[config.mk]
export PLATFORM = sky130hd
export DESIGN_NAME = uc_cmd_driver
export DESIGN_NICKNAME = d
export VERILOG_FILES = /design/src/rtl/uc_drv_pkg.sv /design/src/rtl/uc_ref_model.sv /design/src/rtl/uc_cmd_driver.sv
export SDC_FILE = /design/constraint.sdc
export NUM_CORES = 1
export LEC_CHECK = 0
export ABC_CLOCK_PERIOD_IN_PS = 4540
export CAP_MARGIN = 25
export CORE_MARGIN = 5
export CORE_UTILIZATION = 48
export CTS_CLUSTER_SIZE = 10
export DETAILED_ROUTE_END_ITERATION = 16
export GPL_ROUTABILITY_DRIVEN = 0
export PLACE_DENSITY = 0.95
export SLEW_MARGIN = 15
export SYNTH_ARGS = -nofsm -noshare
export SYNTH_HDL_FRONTEND = slang
export SYNTH_SLANG_ARGS = --single-unit
[constraint.sdc]
create_clock -name clk -period 4.54 [get_ports clk]
set_input_delay 0.681 -clock clk [delete_from_list [all_inputs] [get_ports clk]]
set_output_delay 0.681 -clock clk [all_outputs]
set_load 0.02 [all_outputs]
[src/rtl/uc_drv_pkg.sv]
// Shared types and default widths for the up/down counter command driver.
//   uc_op_e    : command opcodes carried on cmd_op
//   uc_state_e : driver sequencer states
package uc_drv_pkg;

  localparam int unsigned UC_WIDTH_DEF = 4;
  localparam int unsigned UC_LEN_W_DEF = 4;

  typedef enum logic [1:0] {
    OP_CLEAR = 2'd0,
    OP_LOAD  = 2'd1,
    OP_COUNT = 2'd2,
    OP_HOLD  = 2'd3
  } uc_op_e;

  typedef enum logic {
    ST_IDLE = 1'b0,
    ST_RUN  = 1'b1
  } uc_state_e;

endpackage

[src/rtl/uc_ref_model.sv]
// Expected-count register mirroring the universal up/down counter.
// Samples the same registered controls the counter sees, so after every
// clock edge q_o equals the counter's q.
//   clk, rst        : clock, asynchronous active-high reset
//   clr_i           : clear to zero (highest priority)
//   load_i, data_i  : parallel load
//   en_i, up_i      : count enable, direction (1 = up), wraps modulo 2^WIDTH
//   q_o             : expected counter value
module uc_ref_model
  import uc_drv_pkg::*;
#(
  parameter int unsigned WIDTH = UC_WIDTH_DEF
) (
  input  logic             clk,
  input  logic             rst,
  input  logic             clr_i,
  input  logic             load_i,
  input  logic             en_i,
  input  logic             up_i,
  input  logic [WIDTH-1:0] data_i,
  output logic [WIDTH-1:0] q_o
);

  localparam logic [WIDTH-1:0] ONE = WIDTH'(1);

  logic [WIDTH-1:0] exp_q, exp_d;

  always_comb begin
    exp_d = exp_q;
    if (clr_i) begin
      exp_d = '0;
    end else if (load_i) begin
      exp_d = data_i;
    end else if (en_i) begin
      exp_d = up_i ? (exp_q + ONE) : (exp_q - ONE);
    end
  end

  always_ff @(posedge clk or posedge rst) begin
    if (rst) begin
      exp_q <= '0;
    end else begin
      exp_q <= exp_d;
    end
  end

  assign q_o = exp_q;

endmodule

[src/rtl/uc_cmd_driver.sv]
// Command-driven control sequencer for the universal up/down counter.
// Accepts CLEAR/LOAD/COUNT/HOLD commands over valid/ready and drives the
// counter's registered control strobes for the commanded number of cycles,
// while keeping a cycle-exact expected-count model.
//   clk, clr            : clock, asynchronous active-high reset
//   cmd_valid/cmd_ready : command handshake
//   cmd_op, cmd_dir     : opcode, COUNT direction (1 = up)
//   cmd_data            : LOAD value
//   cmd_len             : COUNT/HOLD length, 0 means 2^LEN_W
//   cnt_*               : registered counter controls
//   q_in                : counter output (checker only)
//   exp_q               : expected counter value
//   busy, done          : executing, last active cycle pulse
//   err                 : sticky q_in/exp_q mismatch
// Optional checker: define UC_DRV_CHECK_EN to build the q_in comparison;
// otherwise err is tied low and q_in is ignored.
module uc_cmd_driver
  import uc_drv_pkg::*;
#(
  parameter int unsigned WIDTH = UC_WIDTH_DEF,
  parameter int unsigned LEN_W = UC_LEN_W_DEF
) (
  input  logic             clk,
  input  logic             clr,
  input  logic             cmd_valid,
  output logic             cmd_ready,
  input  logic [1:0]       cmd_op,
  input  logic             cmd_dir,
  input  logic [WIDTH-1:0] cmd_data,
  input  logic [LEN_W-1:0] cmd_len,
  output logic             cnt_clr,
  output logic             cnt_load,
  output logic             cnt_en,
  output logic             cnt_up_down,
  output logic [WIDTH-1:0] cnt_data,
  input  logic [WIDTH-1:0] q_in,
  output logic [WIDTH-1:0] exp_q,
  output logic             busy,
  output logic             done,
  output logic             err
);

  localparam logic [LEN_W:0] LEN_ONE = (LEN_W + 1)'(1);
  localparam logic [LEN_W:0] LEN_MAX = {1'b1, {LEN_W{1'b0}}};

  uc_state_e        state_q, state_d;
  logic [LEN_W:0]   rem_q, rem_d;
  logic             cnt_clr_q, cnt_clr_d;
  logic             cnt_load_q, cnt_load_d;
  logic             cnt_en_q, cnt_en_d;
  logic             cnt_up_down_q, cnt_up_down_d;
  logic [WIDTH-1:0] cnt_data_q, cnt_data_d;

  logic             accept;
  logic             last;
  logic [LEN_W:0]   len_n;

  assign cmd_ready = (state_q == ST_IDLE) && !clr;
  assign accept    = cmd_valid && cmd_ready;
  assign last      = (state_q == ST_RUN) && (rem_q == LEN_ONE);
  assign len_n     = (cmd_len == '0) ? LEN_MAX : {1'b0, cmd_len};

  always_comb begin
    state_d       = state_q;
    rem_d         = rem_q;
    cnt_clr_d     = cnt_clr_q;
    cnt_load_d    = cnt_load_q;
    cnt_en_d      = cnt_en_q;
    cnt_up_down_d = cnt_up_down_q;
    cnt_data_d    = cnt_data_q;
    case (state_q)
      ST_IDLE: begin
        if (accept) begin
          state_d = ST_RUN;
          case (uc_op_e'(cmd_op))
            OP_CLEAR: begin
              cnt_clr_d = 1'b1;
              rem_d     = LEN_ONE;
            end
            OP_LOAD: begin
              cnt_load_d = 1'b1;
              cnt_data_d = cmd_data;
              rem_d      = LEN_ONE;
            end
            OP_COUNT: begin
              cnt_en_d      = 1'b1;
              cnt_up_down_d = cmd_dir;
              rem_d         = len_n;
            end
            default: begin
              rem_d = len_n;
            end
          endcase
        end
      end
      default: begin
        if (last) begin
          state_d    = ST_IDLE;
          rem_d      = '0;
          cnt_clr_d  = 1'b0;
          cnt_load_d = 1'b0;
          cnt_en_d   = 1'b0;
        end else begin
          rem_d = rem_q - LEN_ONE;
        end
      end
    endcase
  end

  always_ff @(posedge clk or posedge clr) begin
    if (clr) begin
      state_q       <= ST_IDLE;
      rem_q         <= '0;
      cnt_clr_q     <= 1'b0;
      cnt_load_q    <= 1'b0;
      cnt_en_q      <= 1'b0;
      cnt_up_down_q <= 1'b0;
      cnt_data_q    <= '0;
    end else begin
      state_q       <= state_d;
      rem_q         <= rem_d;
      cnt_clr_q     <= cnt_clr_d;
      cnt_load_q    <= cnt_load_d;
      cnt_en_q      <= cnt_en_d;
      cnt_up_down_q <= cnt_up_down_d;
      cnt_data_q    <= cnt_data_d;
    end
  end

  uc_ref_model #(
    .WIDTH(WIDTH)
  ) u_ref_model (
    .clk    (clk),
    .rst    (clr),
    .clr_i  (cnt_clr_q),
    .load_i (cnt_load_q),
    .en_i   (cnt_en_q),
    .up_i   (cnt_up_down_q),
    .data_i (cnt_data_q),
    .q_o    (exp_q)
  );

`ifdef UC_DRV_CHECK_EN
  logic err_q, err_d;

  // The counter clears asynchronously, so q_in leads exp_q by one cycle
  // while cnt_clr is high; that cycle is excluded from the comparison.
  always_comb begin
    err_d = err_q;
    if (!cnt_clr_q && (q_in != exp_q)) begin
      err_d = 1'b1;
    end
  end

  always_ff @(posedge clk or posedge clr) begin
    if (clr) begin
      err_q <= 1'b0;
    end else begin
      err_q <= err_d;
    end
  end

  assign err = err_q;
`else
  logic unused_q_in;
  assign unused_q_in = ^q_in;
  assign err         = 1'b0;
`endif

  assign cnt_clr     = cnt_clr_q;
  assign cnt_load    = cnt_load_q;
  assign cnt_en      = cnt_en_q;
  assign cnt_up_down = cnt_up_down_q;
  assign cnt_data    = cnt_data_q;
  assign busy        = (state_q == ST_RUN);
  assign done        = last;

endmodule

# ---- Word-level counts from Yosys, hierarchy flattened
# Index checks and enable logic that the tools add are counted.
dict set report classes {
  n_addsub 3
  n_eq_ne 4
  muxes 22
  bitwise 1
  reduce_logical 17
}
# cell count
set op_table {}
lappend op_table {{5-bit two-way mux} 5}
lappend op_table {{4-bit two-way mux} 4}
lappend op_table {{3-bit AND reduction} 5}
lappend op_table {{1-bit two-way mux} 13}
lappend op_table {{2-bit nonzero test} 4}
lappend op_table {{5-bit by 1-bit equality test with 1-bit output, second input constant} 1}
lappend op_table {{5-bit by 1-bit subtractor with 5-bit output, second input constant} 1}
lappend op_table {{4-bit by 1-bit adder with 4-bit output, second input constant} 1}
lappend op_table {{4-bit zero test} 1}
lappend op_table {{4-bit by 1-bit subtractor with 4-bit output, second input constant} 1}
lappend op_table {{1-bit logical AND} 3}
lappend op_table {{3-bit nonzero test} 1}
lappend op_table {{2-bit by 1-bit equality test with 1-bit output, second input constant} 1}
lappend op_table {{2-bit equality test, second input constant} 1}
lappend op_table {{2-bit zero test} 1}
lappend op_table {{2-bit inequality test, second input constant} 1}
lappend op_table {{2-bit OR reduction} 1}
lappend op_table {{1-bit zero test} 1}
lappend op_table {{1-bit inverter} 1}
dict set report word_totals {
  ff_bits 18
  out_inout_bits 16
}

# ---- Depth between registers and ports, before layout
# Gate-level depths: netlist (run 1).
dict set report depth {
  ltp_word 5
  mapped_depth 6
}

# ---- Cells and area by module
# A second synthesis (run 1) with hierarchy kept.
dict set report unflattened {
  cells_unflattened 110
  area_unflattened_um2 1118.6
}
# mod n_inst cells_per_inst area_per_inst_um2 seq_area_each_um2
set by_module_without_submodules {}
lappend by_module_without_submodules {uc_cmd_driver 1 75 823.3 350.3}
lappend by_module_without_submodules {uc_ref_model 1 35 295.3 100.1}

# ---- Worst setup path before layout (run 1)
# OpenSTA, ideal clock, no wires.
dict set report synth_timing {
  path_kind {reg-to-reg}
  start {register cnt_up_down_q, in the netlist cnt_up_down}
  end {register u_ref_model.exp_q[3], in the netlist u_ref_model.q_o[3]}
  arrival_time_ns 1.775
  slack_ns 2.645
  path_stages_with_launch 7
  cell_sequence {dfrtp_1 > inv_1 > ha_1 > a21oi_1 > a211oi_1 > or4_1 > and3_1}
}
dict set report synth_via {
  elab_chain_cells 4
}
# item line_no
set synth_lines {}
lappend synth_lines {{start, declared} uc_cmd_driver.sv:51} ;# logic cnt_up_down_q, cnt_up_down_d;
lappend synth_lines {{start signal, assigned} uc_cmd_driver.sv:125} ;# cnt_up_down_q <= cnt_up_down_d;
lappend synth_lines {{4-bit two-way mux} uc_ref_model.sv:35} ;# exp_d = up_i ? (exp_q + ONE) : (exp_q - ONE);
lappend synth_lines {{4-bit two-way mux} uc_ref_model.sv:34} ;# end else if (en_i) begin
lappend synth_lines {{4-bit two-way mux} uc_ref_model.sv:32} ;# end else if (load_i) begin
lappend synth_lines {{4-bit two-way mux} uc_ref_model.sv:30} ;# if (clr_i) begin
lappend synth_lines {{end signal, assigned} uc_ref_model.sv:43} ;# exp_q <= exp_d;
lappend synth_lines {{end, declared} uc_ref_model.sv:26} ;# logic [WIDTH-1:0] exp_q, exp_d;
# Every way passes these cells. The select of a mux whose other input is x is not followed.
# A chain may end at the register's enable or synchronous reset.

# ---- Final worst setup path (run 1)
dict set report layout_timing {
  start {register rem_q[2]}
  end {output port done}
}
dict set report layout_via {
  elab_chain_cells 2
}
# item line_no
set layout_lines {}
lappend layout_lines {{start, declared} uc_cmd_driver.sv:47} ;# logic [LEN_W:0] rem_q, rem_d;
lappend layout_lines {{start signal, assigned} uc_cmd_driver.sv:121} ;# rem_q <= rem_d;
lappend layout_lines {{5-bit by 1-bit equality test with 1-bit output} uc_cmd_driver.sv:60} ;# assign last = (state_q == ST_RUN) && (rem_q == LEN_ONE);
lappend layout_lines {{1-bit logical AND} uc_cmd_driver.sv:60}
lappend layout_lines {{end, declared} uc_cmd_driver.sv:39} ;# output logic done,
# Every way passes these cells.

==> impl_metrics.prom, run 1 <==
# TYPE chip_impl_metric gauge
chip_impl_metric{name="synth.distinct_cells",unit=""} 37
chip_impl_metric{name="clk_latency",unit="ns"} 0.30
chip_impl_metric{name="post_cts_resize_count",unit=""} 0
chip_impl_metric{name="htree_num_levels",unit=""} 1
chip_impl_metric{name="timing_worst_slew_pin_value",unit="ns"} 0.703
chip_impl_metric{name="hpwlAfterDp",unit="um"} 1840
chip_impl_metric{name="final_cell_count_without_fillers",unit=""} 159
chip_impl_metric{name="number_of_violations_of_the_max_capacitance_limit",unit=""} 0
chip_impl_info{name="yosysTopAreaCell",value="dfrtp_1"} 1
chip_impl_metric{name="met3_wirelength",unit="um"} 138
chip_impl_metric{name="syn_inst",unit=""} 104
chip_impl_metric{name="clockBufferDepth",unit=""} 2
chip_impl_metric{name="filler_instances",unit=""} 156
chip_impl_metric{name="antennaDiodeCount",unit=""} 0
chip_impl_metric{name="final-max-slew-violation-count",unit=""} 0
chip_impl_metric{name="vdd_drop_max",unit="uV"} 355
chip_impl_metric{name="synth-warning-count",unit=""} 0
chip_impl_metric{name="routed_wl",unit="um"} 2280
chip_impl_metric{name="io_buffers",unit=""} 28
chip_impl_metric{name="share_of_yosys_cell_area_claimed_by_the_top_area_cell_type",unit="%"} 44.3
chip_impl_metric{name="viasPerCell",unit=""} 5.46
chip_impl_info{name="ctsRootBufferMaster",value="clkbuf_4"} 1
chip_impl_metric{name="synthArstFlopShare",unit="%"} 100
chip_impl_metric{name="numClockSinks",unit=""} 18
chip_impl_metric{name="cts_buffers",unit=""} 3
chip_impl_info{name="synthMostInstantiatedCell",value="dfrtp_1"} 1
chip_impl_metric{name="floorplan.initialDensity",unit="%"} 51.3
chip_impl_metric{name="period_share",unit="%"} 57.2
chip_impl_metric{name="coreArea",unit="mm2"} 0.00198
chip_impl_metric{name="grt_max_degree",unit=""} 20
chip_impl_metric{name="cp_data_arrival_time",unit="ns"} 1.92
chip_impl_metric{name="placed_cells",unit=""} 155
chip_impl_metric{name="num-nets-final",unit=""} 156
chip_impl_metric{name="leakage",unit="nW"} 0.595
chip_impl_metric{name="routedWlPerCell",unit="um"} 14.3
chip_impl_metric{name="seqPwrFrac",unit="%"} 34.5
chip_impl_metric{name="synth-edff-count",unit=""} 0
chip_impl_info{name="grt_setup_unrepaired",value="false"} 1
chip_impl_metric{name="syn_area",unit="mm2"} 0.00102
chip_impl_metric{name="total_switching_power",unit="mW"} 0.398
chip_impl_metric{name="share_clk_of_total_power",unit="%"} 10.6
chip_impl_metric{name="max_freq",unit="MHz"} 385
chip_impl_info{name="holdCritPathClass",value="reg -> reg"} 1
chip_impl_metric{name="cts_post_setup_buffers_inserted",unit=""} 0
chip_impl_metric{name="first_pass_iters",unit=""} 4
chip_impl_metric{name="detailroute.via_count",unit=""} 868
chip_impl_metric{name="power_frac_comb",unit="%"} 54.9
chip_impl_metric{name="yosysSeqAreaShare",unit="%"} 44.3
chip_impl_metric{name="total_power",unit="mW"} 0.929
chip_impl_metric{name="synth.net_count",unit=""} 127
chip_impl_metric{name="met2RoutedLength",unit="um"} 1210
chip_impl_info{name="cts_tree",value="built"} 1
chip_impl_metric{name="drc",unit=""} 0
chip_impl_info{name="crit_type",value="reg -> out"} 1
chip_impl_metric{name="crit_fanout",unit=""} 4
chip_impl_metric{name="setup_viol_count_final",unit=""} 0
chip_impl_metric{name="final_layout_size_suffix_gt1_share",unit="%"} 9.85
chip_impl_metric{name="final.setup_skew",unit="ns"} 0.00607
chip_impl_info{name="synth_commonest_cells",value="dfrtp_1, a21oi_1, inv_1"} 1
chip_impl_metric{name="power_density",unit="mW/mm2"} 692
chip_impl_metric{name="wl_met1",unit="um"} 889
chip_impl_metric{name="row_count",unit=""} 16
chip_impl_info{name="endpoint_kind",value="output pin"} 1
chip_impl_metric{name="global_route.usage.total",unit="%"} 16.0
chip_impl_metric{name="die_h",unit="um"} 56.0
chip_impl_metric{name="finalHoldViolations",unit=""} 0
chip_impl_metric{name="hold-worst-slack",unit="ns"} 0.523
chip_impl_metric{name="cell_internal_pwr",unit="mW"} 0.531
chip_impl_metric{name="timing.setup.tns",unit="ns"} 0
chip_impl_metric{name="slew-limit-headroom",unit="%"} 53.1
chip_impl_metric{name="cts_hold_repair.buffers",unit=""} 0
chip_impl_metric{name="min_period",unit="ns"} 2.60
chip_impl_metric{name="globalRouteOverflowTotal",unit=""} 0
chip_impl_info{name="status",value="completed"} 1
chip_impl_metric{name="grt_antenna_before_repair",unit=""} 0
chip_impl_metric{name="growth_of_design_area_from_synthesis_to_finish",unit="%"} 31.9
chip_impl_metric{name="worst_setup_hold_path_clk_slew",unit="ns"} 0.10
chip_impl_metric{name="syn_area_per_cell",unit="um2"} 9.78
chip_impl_info{name="timing.critical_path.from_type",value="register"} 1
chip_impl_metric{name="pin_count",unit=""} 34
chip_impl_metric{name="number_of_global_route_vias_before_repair",unit=""} 886
chip_impl_metric{name="grt_pass1_wl",unit="um"} 3970
chip_impl_metric{name="power.share.switching",unit="%"} 42.9
chip_impl_metric{name="antenna_left",unit=""} 0
chip_impl_metric{name="drt_first_iter_violations",unit=""} 24
chip_impl_metric{name="place_worst_setup_slack",unit="ns"} 1.95
chip_impl_metric{name="setup_slack",unit="ns"} 1.94
chip_impl_metric{name="dieWidth",unit="um"} 56.0
chip_impl_metric{name="die-area",unit="mm2"} 0.00314
chip_impl_info{name="netlist_top_cells_area",value="dfrtp_1, a21oi_1, ha_1"} 1
chip_impl_info{name="highest-signal-layer",value="met4"} 1
chip_impl_metric{name="crit_required",unit="ns"} 3.86
chip_impl_metric{name="synth_seq_cells",unit=""} 18
chip_impl_info{name="synth-main-ff-cell",value="dfrtp_1"} 1
-- placed cells by master (no fill, tap or decap), drive strengths merged, types with 2 or more instances in the layout --
cell type	synthesis	routed
dfrtp	18	18
o21ai	5	5
nand2	6	6
clkbuf	2	4
clkdlybuf4s50	0	28
nor2	9	9
a21oi	11	11
a211oi	2	2
nand3b	2	2
xnor2	2	2
mux2	5	5
nand3	3	3
inv	11	11
o22ai	3	3
ha	4	4
-- logic make-up (layout without fill, tap and decap cells) --
family / Yosys count / after routing / synth area share (%)
AND/OR/NAND/NOR: 30 / 30 / 17.3
AO/OA/AOI/OAI: 27 / 27 / 15.9
flip-flops: 18 / 18 / 44.3
buffers and inverters: 15 / 43 / 6.64
multiplexers: 6 / 6 / 6.89
adder cells (fa/ha/maj): 5 / 5 / 6.89
XOR/XNOR: 2 / 2 / 1.72
other: 1 / 1 / 0.369
-- area by class of cell --
class                           instances  area (um2)  share of cell area [%]
Inverter                               11        41.3                    3.08
Multi-Input combinational cell         71         499                    37.2
Sequential cell                        18         450                    33.6
Tap cell                               27        33.8                    2.52
Timing Repair Buffer                   28         280                    20.9
Clock buffer                            4        36.3                    2.71
-- metrics by stage --
step / utilization (%) / cell area, um2
6_report: 67.7 / 1340
5_1_grt: 67.7 / 1340
4_1_cts: 67.7 / 1340
3_5_place_dp: 65.8 / 1310
3_3_place_gp: 65.8 / 1310
2_1_floorplan: - / 1020
-- path summary, 6_finish.rpt --
path	to	depth (start not counted)	slack [ns]	startpoint
min in group asynchronous	u_ref_model.q_o[1]	2	0.93	clr
min reg2reg	rem_q[4]	2	0.52	rem_q[4]
max in group asynchronous	u_ref_model.q_o[0]	2	3.17	clr
max	done	4	1.94	rem_q[2]
max reg2reg	u_ref_model.q_o[3]	6	2.60	cnt_up_down
min	rem_q[4]	2	0.52	rem_q[4]
-- sequential cells by signal, indices dropped and copies added, names as in the netlist --
register	flops
rem_q	5
cnt_data	4
u_ref_model.q_o	4
busy	1
cnt_clr	1
cnt_en	1
cnt_load	1
cnt_up_down	1
-- power groups by stage --
stage                     combinational (mW)  sequential (mW)  clock [mW]
after floorplan                        0.304            0.347           0
after global placement                 0.491            0.318           0
after detailed placement               0.511            0.325           0
after CTS                              0.514            0.321       0.102
after global routing                   0.564            0.334       0.110
final                                  0.510            0.321      0.0982
-- worst max-delay path: stages, from the launching register on --
cell,delay (ns)
dfrtp_1,0.39
nor3_1,0.35
nand3_1,0.17
inv_1,0.10
clkdlybuf4s50_1,0.61
-- per-layer routing --
metal / global-route usage, % / vias to the layer above
met1: 17.0 / 412
met2: 29.9 / 28
li1: - / 425
met5: 0 / -
met4: 7.12 / 0
met3: 3.25 / 3
Power figures use the tool's default switching activity.
==> run 2: changes to the inputs <==
ABC_CLOCK_PERIOD_IN_PS = 2500   (was 4540)
CORE_UTILIZATION = 44   (was 48)
PLACE_DENSITY = 0.89   (was 0.95)
clock period = 2.5 ns   (was 4.54 ns; I/O delays follow)
==> run 2 against run 1 <==
Global-route usage is 2.4 points lower; critical path depth stayed put; sequential share of layout area is 0.13 points higher; non-clock buffer count is 1 higher; die area is 7.4% higher; critical path type unchanged; critical endpoint unchanged.
==> impl_metrics.prom, run 2 (same netlist as run 1, synthesis figures left out) <==
# TYPE chip_impl_metric gauge
chip_impl_info{name="status",value="completed"} 1
chip_impl_info{name="setup.worst_path.start",value="rem_q[2]"} 1
chip_impl_metric{name="globalRouteOverflowTotal",unit=""} 0
chip_impl_metric{name="min_period",unit="ns"} 2.32
chip_impl_metric{name="vdd_drop_max",unit="uV"} 642
chip_impl_metric{name="row_count",unit=""} 17
chip_impl_metric{name="r2r_setup_slack",unit="ns"} 0.60
chip_impl_metric{name="routedWlPerCell",unit="um"} 13.3
chip_impl_metric{name="timing.setup.tns",unit="ns"} 0
chip_impl_metric{name="setup_viol_count_final",unit=""} 0
chip_impl_metric{name="grt_pass1_wl",unit="um"} 3620
chip_impl_metric{name="global_route.usage.total",unit="%"} 13.6
chip_impl_metric{name="number_of_global_route_vias_before_repair",unit=""} 855
chip_impl_metric{name="setup_slack",unit="ns"} 0.176
chip_impl_metric{name="finalHoldViolations",unit=""} 0
chip_impl_metric{name="clk_latency",unit="ns"} 0.28
chip_impl_info{name="cts_tree",value="built"} 1
chip_impl_info{name="holdCritPathClass",value="reg -> reg"} 1
chip_impl_metric{name="io_buffers",unit=""} 28
chip_impl_metric{name="detailroute.via_count",unit=""} 867
chip_impl_metric{name="number_of_violations_of_the_max_capacitance_limit",unit=""} 0
chip_impl_metric{name="final-max-slew-violation-count",unit=""} 0
chip_impl_metric{name="pin_count",unit=""} 34
chip_impl_metric{name="crit_fanout",unit=""} 4
chip_impl_metric{name="die_h",unit="um"} 58.1
chip_impl_info{name="grt_setup_unrepaired",value="false"} 1
chip_impl_metric{name="cts_hold_repair.buffers",unit=""} 0
chip_impl_metric{name="antennaDiodeCount",unit=""} 0
chip_impl_metric{name="drc",unit=""} 0
chip_impl_metric{name="final.setup_skew",unit="ns"} 0.00209
chip_impl_info{name="endpoint_kind",value="output pin"} 1
chip_impl_metric{name="max_freq",unit="MHz"} 430
chip_impl_info{name="reg_to_reg_critical_path_endpoint",value="u_ref_model.q_o[3]"} 1
chip_impl_metric{name="period_share",unit="%"} 92.9
chip_impl_metric{name="cts_buffers",unit=""} 3
chip_impl_info{name="final_common_cell",value="clkdlybuf4s50_1"} 1
chip_impl_metric{name="leakage",unit="nW"} 0.593
chip_impl_metric{name="worst_setup_hold_path_clk_slew",unit="ns"} 0.10
chip_impl_metric{name="final_layout_size_suffix_gt1_share",unit="%"} 9.85
chip_impl_info{name="ctsRootBufferMaster",value="clkbuf_4"} 1
chip_impl_metric{name="clockBufferDepth",unit=""} 2
chip_impl_metric{name="hpwlAfterDp",unit="um"} 1730
chip_impl_metric{name="growth_of_design_area_from_synthesis_to_finish",unit="%"} 31.4
chip_impl_metric{name="floorplan.initialDensity",unit="%"} 46.0
chip_impl_info{name="timing.critical_path.from_type",value="register"} 1
chip_impl_metric{name="cp_data_arrival_time",unit="ns"} 1.95
chip_impl_metric{name="worst_r2r_path_depth",unit=""} 6
chip_impl_metric{name="cts_post_setup_buffers_inserted",unit=""} 0
chip_impl_metric{name="hold-worst-slack",unit="ns"} 0.539
chip_impl_metric{name="grt_antenna_before_repair",unit=""} 0
chip_impl_info{name="crit_type",value="reg -> out"} 1
chip_impl_metric{name="drt_first_iter_violations",unit=""} 19
chip_impl_metric{name="largest_reg_flops",unit=""} 5
chip_impl_metric{name="place_worst_setup_slack",unit="ns"} 0.514
chip_impl_info{name="worstSetupEndpoint",value="done"} 1
chip_impl_metric{name="coreArea",unit="mm2"} 0.00221
chip_impl_metric{name="routed_wl",unit="um"} 2130
chip_impl_info{name="leading_cell_types_in_the_layout_fill_and_taps_excluded",value="clkdlybuf4s50_1, dfrtp_1, inv_1, a21oi_1, nor2_1"} 1
chip_impl_metric{name="num-nets-final",unit=""} 157
chip_impl_metric{name="post_cts_resize_count",unit=""} 0
chip_impl_metric{name="die-area",unit="mm2"} 0.00337
chip_impl_metric{name="first_pass_iters",unit=""} 4
chip_impl_metric{name="layout.core_utilization",unit="%"} 60.4
chip_impl_metric{name="total_power",unit="mW"} 1.64
chip_impl_info{name="largest-register",value="rem_q"} 1
chip_impl_metric{name="crit_required",unit="ns"} 2.12
chip_impl_metric{name="viasPerCell",unit=""} 5.42
chip_impl_metric{name="dieWidth",unit="um"} 58.1
chip_impl_info{name="worstReg2RegStart",value="cnt_up_down"} 1
chip_impl_metric{name="htree_num_levels",unit=""} 1
chip_impl_metric{name="grt_max_degree",unit=""} 19
chip_impl_metric{name="power_density",unit="mW/mm2"} 1230
chip_impl_metric{name="antenna_left",unit=""} 0
chip_impl_metric{name="numClockSinks",unit=""} 18
run 2: changes by cell type in the layout (fill, tap and decap cells not counted):
cell / delta
buf_4: +1
clkbuf_8: -1
run 2: worst max-delay path, stage by stage (launching register included):
cell	delay [ns]
dfrtp_1	0.39
nor3_1	0.36
nand3_1	0.19
inv_1	0.12
clkdlybuf4s50_1	0.61
run 2: per-layer routing:
layer	GRT usage [%]	vias to the layer above	part of all wire, %
li1	-	425	-
met5	0	-	0
met4	4.64	0	0.89
met3	2.23	2	7.1
met1	15.8	407	40
met2	25.0	33	52
run 2: final cells by class:
cell class / instances / area (um2)
Clock buffer: 3 / 22.5
Fill cell: 189 / 876
Inverter: 11 / 41.3
Multi-Input combinational cell: 71 / 499
Sequential cell: 18 / 450
Tap cell: 28 / 35.0
Timing Repair Buffer: 29 / 288
run 2: power by group:
| group | switching [mW] | internal, mW |
|---|---|---|
| logic | 0.474 | 0.453 |
| clock network | 0.0829 | 0.0558 |
| registers | 0.154 | 0.425 |
| total | 0.711 | 0.934 |
run 2: how the worst min path moves through the flow:
stage,startpoint,cells past startpoint,end
2_1_floorplan,clr,1,busy
3_3_place_gp,rem_q[4],2,rem_q[4]
3_5_place_dp,rem_q[4],2,rem_q[4]
4_1_cts,rem_q[0],1,rem_q[0]
5_1_grt,rem_q[0],1,rem_q[0]
6_report,rem_q[4],2,rem_q[4]
run 2: stage by stage:
step	instances	area, um2
3_5_place_dp	157	1310
2_1_floorplan	104	1020
5_1_grt	160	1340
6_report	160	1340
4_1_cts	160	1340
3_3_place_gp	157	1310
==> run 3: changes to the inputs <==
==> constraint.sdc (replaced) <==
create_clock -name clk -period 2.5 [get_ports clk]
set_input_delay 0.375 -clock clk [delete_from_list [all_inputs] [get_ports clk]]
set_output_delay 0.375 -clock clk [all_outputs]
set_load 0.1 [all_outputs]
==> run 3 against run 2 <==
Register-to-register slack got worse by 0.09 ns; non-clock buffer count stayed put; clock skew rose by 0.0071 ns; final cell count up 0.63%; fmax grew 14%; core utilization decreased by 0.34 points; largest cell class unchanged; highest routed layer is now met3.
==> impl_metrics.prom, run 3 (same netlist as run 1, synthesis figures left out) <==
# TYPE chip_impl_metric gauge
chip_impl_info{name="path_cells",value="nor3_1 > nand3_1 > inv_1 > buf_4"} 1
chip_impl_info{name="grt_setup_unrepaired",value="false"} 1
chip_impl_metric{name="finalHoldViolations",unit=""} 0
chip_impl_metric{name="r2r_setup_slack",unit="ns"} 0.51
chip_impl_metric{name="cts_hold_repair.buffers",unit=""} 0
chip_impl_info{name="leading_cell_types_in_the_layout_fill_and_taps_excluded",value="dfrtp_1, buf_4, clkdlybuf4s50_1, inv_1, a21oi_1"} 1
chip_impl_info{name="cp_slowest_cell",value="dfrtp_1"} 1
chip_impl_metric{name="cp_num_buf_inv",unit=""} 2
chip_impl_metric{name="globalRouteOverflowTotal",unit=""} 0
chip_impl_metric{name="drt_first_iter_violations",unit=""} 20
chip_impl_metric{name="numClockSinks",unit=""} 18
chip_impl_metric{name="final_layout_size_suffix_gt1_share",unit="%"} 23.3
chip_impl_metric{name="final-max-slew-violation-count",unit=""} 0
chip_impl_info{name="final_common_cell",value="dfrtp_1"} 1
chip_impl_metric{name="cp_data_arrival_time",unit="ns"} 1.67
chip_impl_metric{name="setup_viol_count_final",unit=""} 0
chip_impl_metric{name="io_buffers",unit=""} 28
chip_impl_metric{name="period_share",unit="%"} 81.7
chip_impl_metric{name="cts_post_setup_buffers_inserted",unit=""} 0
chip_impl_metric{name="routed_wl",unit="um"} 2240
chip_impl_metric{name="cts_buffers",unit=""} 3
chip_impl_metric{name="number_of_global_route_vias_before_repair",unit=""} 865
chip_impl_metric{name="first_pass_iters",unit=""} 4
chip_impl_info{name="status",value="completed"} 1
chip_impl_metric{name="htree_num_levels",unit=""} 1
chip_impl_metric{name="die-area",unit="mm2"} 0.00337
chip_impl_metric{name="grt_max_degree",unit=""} 19
chip_impl_metric{name="die_h",unit="um"} 58.1
chip_impl_metric{name="coreArea",unit="mm2"} 0.00221
chip_impl_metric{name="global_route.usage.total",unit="%"} 14.0
chip_impl_metric{name="min_period",unit="ns"} 2.04
chip_impl_metric{name="hold-worst-slack",unit="ns"} 0.543
chip_impl_metric{name="growth_of_design_area_from_synthesis_to_finish",unit="%"} 30.6
chip_impl_metric{name="routedWlPerCell",unit="um"} 13.9
chip_impl_metric{name="row_count",unit=""} 17
chip_impl_metric{name="num-nets-final",unit=""} 157
chip_impl_metric{name="antenna_left",unit=""} 0
chip_impl_metric{name="final.setup_skew",unit="ns"} 0.00915
chip_impl_metric{name="hpwlAfterDp",unit="um"} 1760
chip_impl_metric{name="slowest_delay",unit="ns"} 0.41
chip_impl_info{name="ctsRootBufferMaster",value="clkbuf_4"} 1
chip_impl_info{name="largest-register",value="rem_q"} 1
chip_impl_info{name="cts_tree",value="built"} 1
chip_impl_metric{name="timing.setup.tns",unit="ns"} 0
chip_impl_metric{name="grt_antenna_before_repair",unit=""} 0
chip_impl_metric{name="grt_pass1_wl",unit="um"} 3720
chip_impl_metric{name="drc",unit=""} 0
chip_impl_metric{name="placed_cells",unit=""} 157
chip_impl_metric{name="floorplan.initialDensity",unit="%"} 46.0
chip_impl_info{name="timing.critical_path.from_type",value="register"} 1
chip_impl_metric{name="final_cell_count_without_fillers",unit=""} 161
chip_impl_metric{name="pin_count",unit=""} 34
chip_impl_metric{name="crit_fanout",unit=""} 4
chip_impl_metric{name="viasPerCell",unit=""} 5.46
chip_impl_info{name="holdCritPathClass",value="reg -> reg"} 1
chip_impl_metric{name="antennaDiodeCount",unit=""} 0
chip_impl_metric{name="detailroute.via_count",unit=""} 879
chip_impl_metric{name="max_freq",unit="MHz"} 490
chip_impl_metric{name="number_of_violations_of_the_max_capacitance_limit",unit=""} 0
chip_impl_metric{name="worst_setup_hold_path_clk_slew",unit="ns"} 0.11
chip_impl_info{name="path_delay_family",value="simple AND/OR/NAND/NOR gates"} 1
chip_impl_metric{name="dieWidth",unit="um"} 58.1
chip_impl_info{name="endpoint_kind",value="output pin"} 1
chip_impl_metric{name="clk_latency",unit="ns"} 0.29
chip_impl_metric{name="largest_reg_flops",unit=""} 5
chip_impl_info{name="crit_type",value="reg -> out"} 1
chip_impl_metric{name="crit_required",unit="ns"} 2.12
chip_impl_metric{name="post_cts_resize_count",unit=""} 0
chip_impl_metric{name="clockBufferDepth",unit=""} 2
## run 3: metal layers
metal | share of wire [%] | track usage (%) | vias up
li1 | - | - | 425
met1 | 42 | 16.7 | 417
met2 | 52 | 24.8 | 37
met3 | 6.1 | 2.67 | 0
met4 | 0 | 4.64 | 0
met5 | 0 | 0 | -
## run 3: final timing paths
kind	start	to	cells past startpoint
setup / recovery	rem_q[2]	done	4
hold reg to reg	rem_q[0]	rem_q[0]	1
setup reg to reg	cnt_up_down	u_ref_model.q_o[3]	6
hold / removal	rem_q[0]	rem_q[0]	1
min in group asynchronous	clr	cnt_load	3
max in group asynchronous	clr	cnt_up_down	3
## run 3: stage by stage
step	worst slack [ns]	utilization [%]	cell area (um2)
after floorplan	0.209	-	1020
final	0.457	60.1	1330
after detailed placement	0.551	58.4	1290
after CTS	0.456	60.1	1330
after global placement	0.601	58.4	1290
after global routing	0.328	60.1	1330
## run 3: layout make-up
| class | instances | area [um2] |
|---|---|---|
| Multi-Input combinational cell | 71 | 502 |
| Tap cell | 28 | 35.0 |
| Timing Repair Buffer | 29 | 263 |
| Fill cell | 199 | 883 |
| Inverter | 11 | 41.3 |
| Sequential cell | 18 | 452 |
| Clock buffer | 4 | 36.3 |
## run 3: worst register-to-register path, cell delays in order (launching register included)
cell and delay, ns:
dfrtp_2 0.42, inv_1 0.16, ha_1 0.30, a21oi_1 0.23, a211oi_1 0.12, or4_1 0.48, and3_1 0.16
Power of run 3 is not shown: default switching activity piles up to over one toggle a cycle in this logic, so the estimate is an artifact.
==> patch 1: new RTL, settings of run 3 <==
Set the package constant `UC_LEN_W_DEF` to 16 (it was 4).
--- a/src/rtl/uc_drv_pkg.sv
+++ b/src/rtl/uc_drv_pkg.sv
@@ -6,3 +6,3 @@
   localparam int unsigned UC_WIDTH_DEF = 4;
-  localparam int unsigned UC_LEN_W_DEF = 4;
+  localparam int unsigned UC_LEN_W_DEF = 16;
 
Ports: changed (resized cmd_len); port bits go from 34 to 46. The function was not compared with the original's and may differ.
==> patch 1 against run 3 <==
  * First-iteration DRC count grew to 4.0 times the old value
  * Utilization up 0.65 points
  * Synthesized area grew 81%
  * Worst setup slack got worse by 360 ps
  * Design area up 84%
  * Sequential cell count grew 12
  * Highest routed layer is now met4
  * Wire length increased by 130%
  * Die area up 65%
==> patch 1: results (changes against run 3) <==
fin cells=294 (+83%); Clock transition at path regs=70 ps (-40 ps); FF-to-FF path depth=5 (-1); max FFs per register=17 (+12); H-tree depth=2 (+1); count of port buffers added during placement=40 (+43%); HPWL Detailed=3660 µm (+110%); Crit Reg-Reg Endpoint=rem_q[2]; synth top area cells=dfrtp_1, nor4_1, nand2_1; Max Fanout on Critical Path=5 (+1); Hold Path End=rem_q[15]; status=finished, final reports clean; root buffer cell=clkbuf_8; Worst Path Arrival=2020 ps (+350 ps); dpl ws=153 ps (-398 ps); syn_area_per_cell=9.20 µm² (-6.0%); vias in the first global route=1,778 (+110%); R2R Setup Slk=210 ps (-300 ps); 1st-iter DRT viols=79 (+300%); share of post-route cells with drive strength above 1=0.209 (-0.0241); Syn Nets=235 (+85%); Final nets=278 (+77%); vias per inst=6.06 (+11%); Placed Area=2290 µm² (+77%); RR Startpoint=rem_q[6]
==> patch 1: cell count changes after synthesis, moves of 4 or more <==
cell / run 3 / this run
o21ai_0: 5 / 10
nor4_1: 1 / 12
o2bb2ai_1: 0 / 4
a22o_1: 0 / 4
nand2_1: 6 / 16
dfrtp_1: 18 / 30
nand3_1: 3 / 9
or4_1: 1 / 6
nor3_1: 1 / 6
clkbuf_1: 2 / 10
==> patch 1: how the worst max path moves through the flow <==
stage                     slack [ps]      from   endpoint
after CTS                         20  rem_q[1]       done
final                            100  rem_q[1]       done
after floorplan                  190  rem_q[1]       done
after global routing              20  rem_q[1]       done
after detailed placement         150  rem_q[6]  rem_q[13]
after global placement           210  rem_q[6]   rem_q[7]
==> patch 1: cell type report <==
| type | count | area, µm² |
|---|---|---|
| clock buffer | 5 | 68.8 |
| clock inverter | 3 | 40.0 |
| fill | 349 | 1580 |
| inverter | 11 | 45.0 |
| multi-input combinational | 145 | 1010 |
| sequential | 30 | 753 |
| tap | 50 | 62.6 |
| timing repair buffer | 50 | 463 |
==> patch 1: metal layers <==
layer	vias to the layer above	track usage	part of all wire	routed length (µm)
met5	-	0	0	0
met3	10	0.0534	0.084	431
met1	865	0.246	0.40	2070
met4	0	0.0731	0.018	92
li1	835	-	-	-
met2	72	0.336	0.50	2550
==> patch 1: repair_timing <==
| item | in CTS | in global routing |
|---|---|---|
| hold buffers | 0 | 0 |
| pin swaps | 0 | 1 |
| endpoints found under the setup margin | 1 | 1 |
| resized for setup | 4 | 4 |
| setup buffers | 1 | 1 |
==> patch 1: logic make-up (layout without fill, tap and decap cells) <==
kind of cell             Yosys count  in the layout  share of synthesized area
AND/OR/NAND/NOR                   73             73                      0.214
AO/OA/AOI/OAI                     55             55                      0.220
flip-flops                        30             30                      0.408
buffers and inverters             25             69                     0.0599
XOR/XNOR                           6              6                     0.0286
adder cells (fa/ha/maj)            5              5                     0.0381
multiplexers                       5              5                     0.0299
other                              1              1                    0.00204
==> patch 1: report_power, final <==
| group | switching [mW] | internal (mW) | leakage, nW |
|---|---|---|---|
| clock network | 0.191 | 0.293 | 0.0579 |
| registers | 0.154 | 0.591 | 0.369 |
| logic | 0.415 | 0.256 | 0.605 |
==> patch 2: new RTL, config.mk and constraints of run 3 <==
Without the edit above. Register the output `cnt_load` once more; this adds one clock of latency there. The other outputs are not delayed to match.
--- a/src/rtl/uc_cmd_driver.sv
+++ b/src/rtl/uc_cmd_driver.sv
@@ -170,3 +170,5 @@
   assign cnt_clr     = cnt_clr_q;
-  assign cnt_load    = cnt_load_q;
+  always_ff @(posedge clk) begin
+    cnt_load <= cnt_load_q;
+  end
   assign cnt_en      = cnt_en_q;
Function: changed (Yosys sat finds a counterexample within 4 cycles, from zero or initial values).
==> patch 2 against run 3 <==
  * First-iteration DRC count fell by 25%
  * Sequential share of layout area is 0.59 points higher
  * Die area increased by 3.7%
  * Utilization rose by 0.42 points
  * Via count up 7.3%
  * Worst setup slack got worse by 85 ps
  * Wire length rose by 7.3%
  * Synthesized area is 4.4% higher
  * Sequential cell count is 1 higher
  * Design area rose by 2.6%
Power is left out: the tool's default activity adds up to more than one toggle a clock period on the data nets, which glitch-free logic cannot reach.
==> patch 2: results (changes against run 3) <==
status=finished, final reports clean; clock skew=2.56 ps (-6.59 ps); async set-or-reset flop fraction in the synthesized netlist=0.947 (-0.0526); HPWL Detailed=1910 µm (+8.4%); Gates resized, CTS repair=0 (unchanged); Clk Latency, worst-skew pair=290 ps (about the same); commonest cells in the netlist=dfrtp_1, nor2_1, a21oi_1; Final nets=162 (+3.2%); Clock transition at path regs=100 ps; wire length per cell=14.5 µm (+4.1%); sequential area share after synthesis=0.443 (about the same); share of post-route cells with drive strength above 1=0.188 (-0.0447); Max Fanout on Critical Path=15 (+11); H-tree depth=1 (unchanged); max FFs per register=5 (unchanged); root buffer cell=clkbuf_4; Syn Nets=133 (+4.7%); vias per inst=5.68 (+4.0%); Yosys cell types=37 (unchanged); vias in the first global route=973 (+12%); syn_area_per_cell=9.66 µm² (-1.3%); synth top area cells=dfrtp_1, a21oi_1, ha_1; 1st-iter DRT viols=15 (-25%); GRT Total Usage=0.157 (+0.0175); Syn. warnings=0 (unchanged); Primary FF master, synth=dfrtp_1; global-route wire length before repair=4260 µm (+14%); Largest stage delay, worst path=640 ps (+230 ps); count of port buffers added during placement=28 (unchanged); HP Class=flop to flop; drt pass-1 iters=4 (unchanged); dpl ws=626 ps (+74.9 ps); largest net degree at the start of global routing=19 (unchanged); Worst Path Arrival=1750 ps (+80 ps); Post-Route WL=2400 µm (+7.3%); worst relative slew slack=0.548
## patch 2: changes by cell type after synthesis, moves of 2 or more
cell	change
clkbuf_1	-2
nand2b_1	+2
o2bb2ai_1	+2
buf_2	+2
o21ai_0	-2
nor2_1	+4
nor2b_1	+2
## patch 2: cells by family (layout without fill, tap and decap cells)
group / count (synthesis) / count (layout) / synth area share
DFF: 19 / 19 / 0.443
and+or+nand+nor: 36 / 36 / 0.185
adders and majority gates: 5 / 5 / 0.0660
muxes: 5 / 5 / 0.0518
xor gates and xnor gates: 2 / 2 / 0.0165
AOI/OAI and AO/OA: 27 / 27 / 0.163
buffers and inverters: 15 / 43 / 0.0718
other: 1 / 1 / 0.00353
## patch 2: layout make-up
cell class              count  area, µm²
clock buffers               4       26.3
fillers                   207        891
flip-flops and latches     19        472
inverters                  10       37.5
well taps                  28       35.0
repair buffers             29        275
multi-input cells          76        518
## patch 2: critical path: cells and delay by family (launching register included)
| family | cells | cell delay, ps |
|---|---|---|
| flip-flops | 1 | 640 |
| AND/OR/NAND/NOR | 2 | 510 |
| buffers and inverters | 2 | 310 |
## patch 2: worst paths after layout
| kind | start | endpoint | slack [ps] | depth (start not counted) |
|---|---|---|---|---|
| max | busy | done | 370 | 4 |
| min in group asynchronous | clr | rem_q[0] | 590 | 2 |
| max reg2reg | cnt_up_down | u_ref_model.q_o[3] | 610 | 6 |
| min | cnt_data[2] | cnt_data[2] | 550 | 1 |
| max in group asynchronous | clr | cnt_up_down | 1440 | 2 |
| min reg2reg | cnt_data[2] | cnt_data[2] | 550 | 1 |
## patch 2: metrics by stage
step | hold slack, ps | area [µm²]
after CTS | 553 | 1360
final | 551 | 1360
after global routing | 585 | 1360
after floorplan | 314 | 1070
after detailed placement | 529 | 1340
after global placement | 524 | 1340
## patch 2: layer usage
metal	up-vias	track usage	share of wire
met5	-	0	0
met4	0	0.0615	0.013
met3	6	0.0327	0.055
met2	32	0.290	0.53
met1	455	0.173	0.40
li1	450	-	-
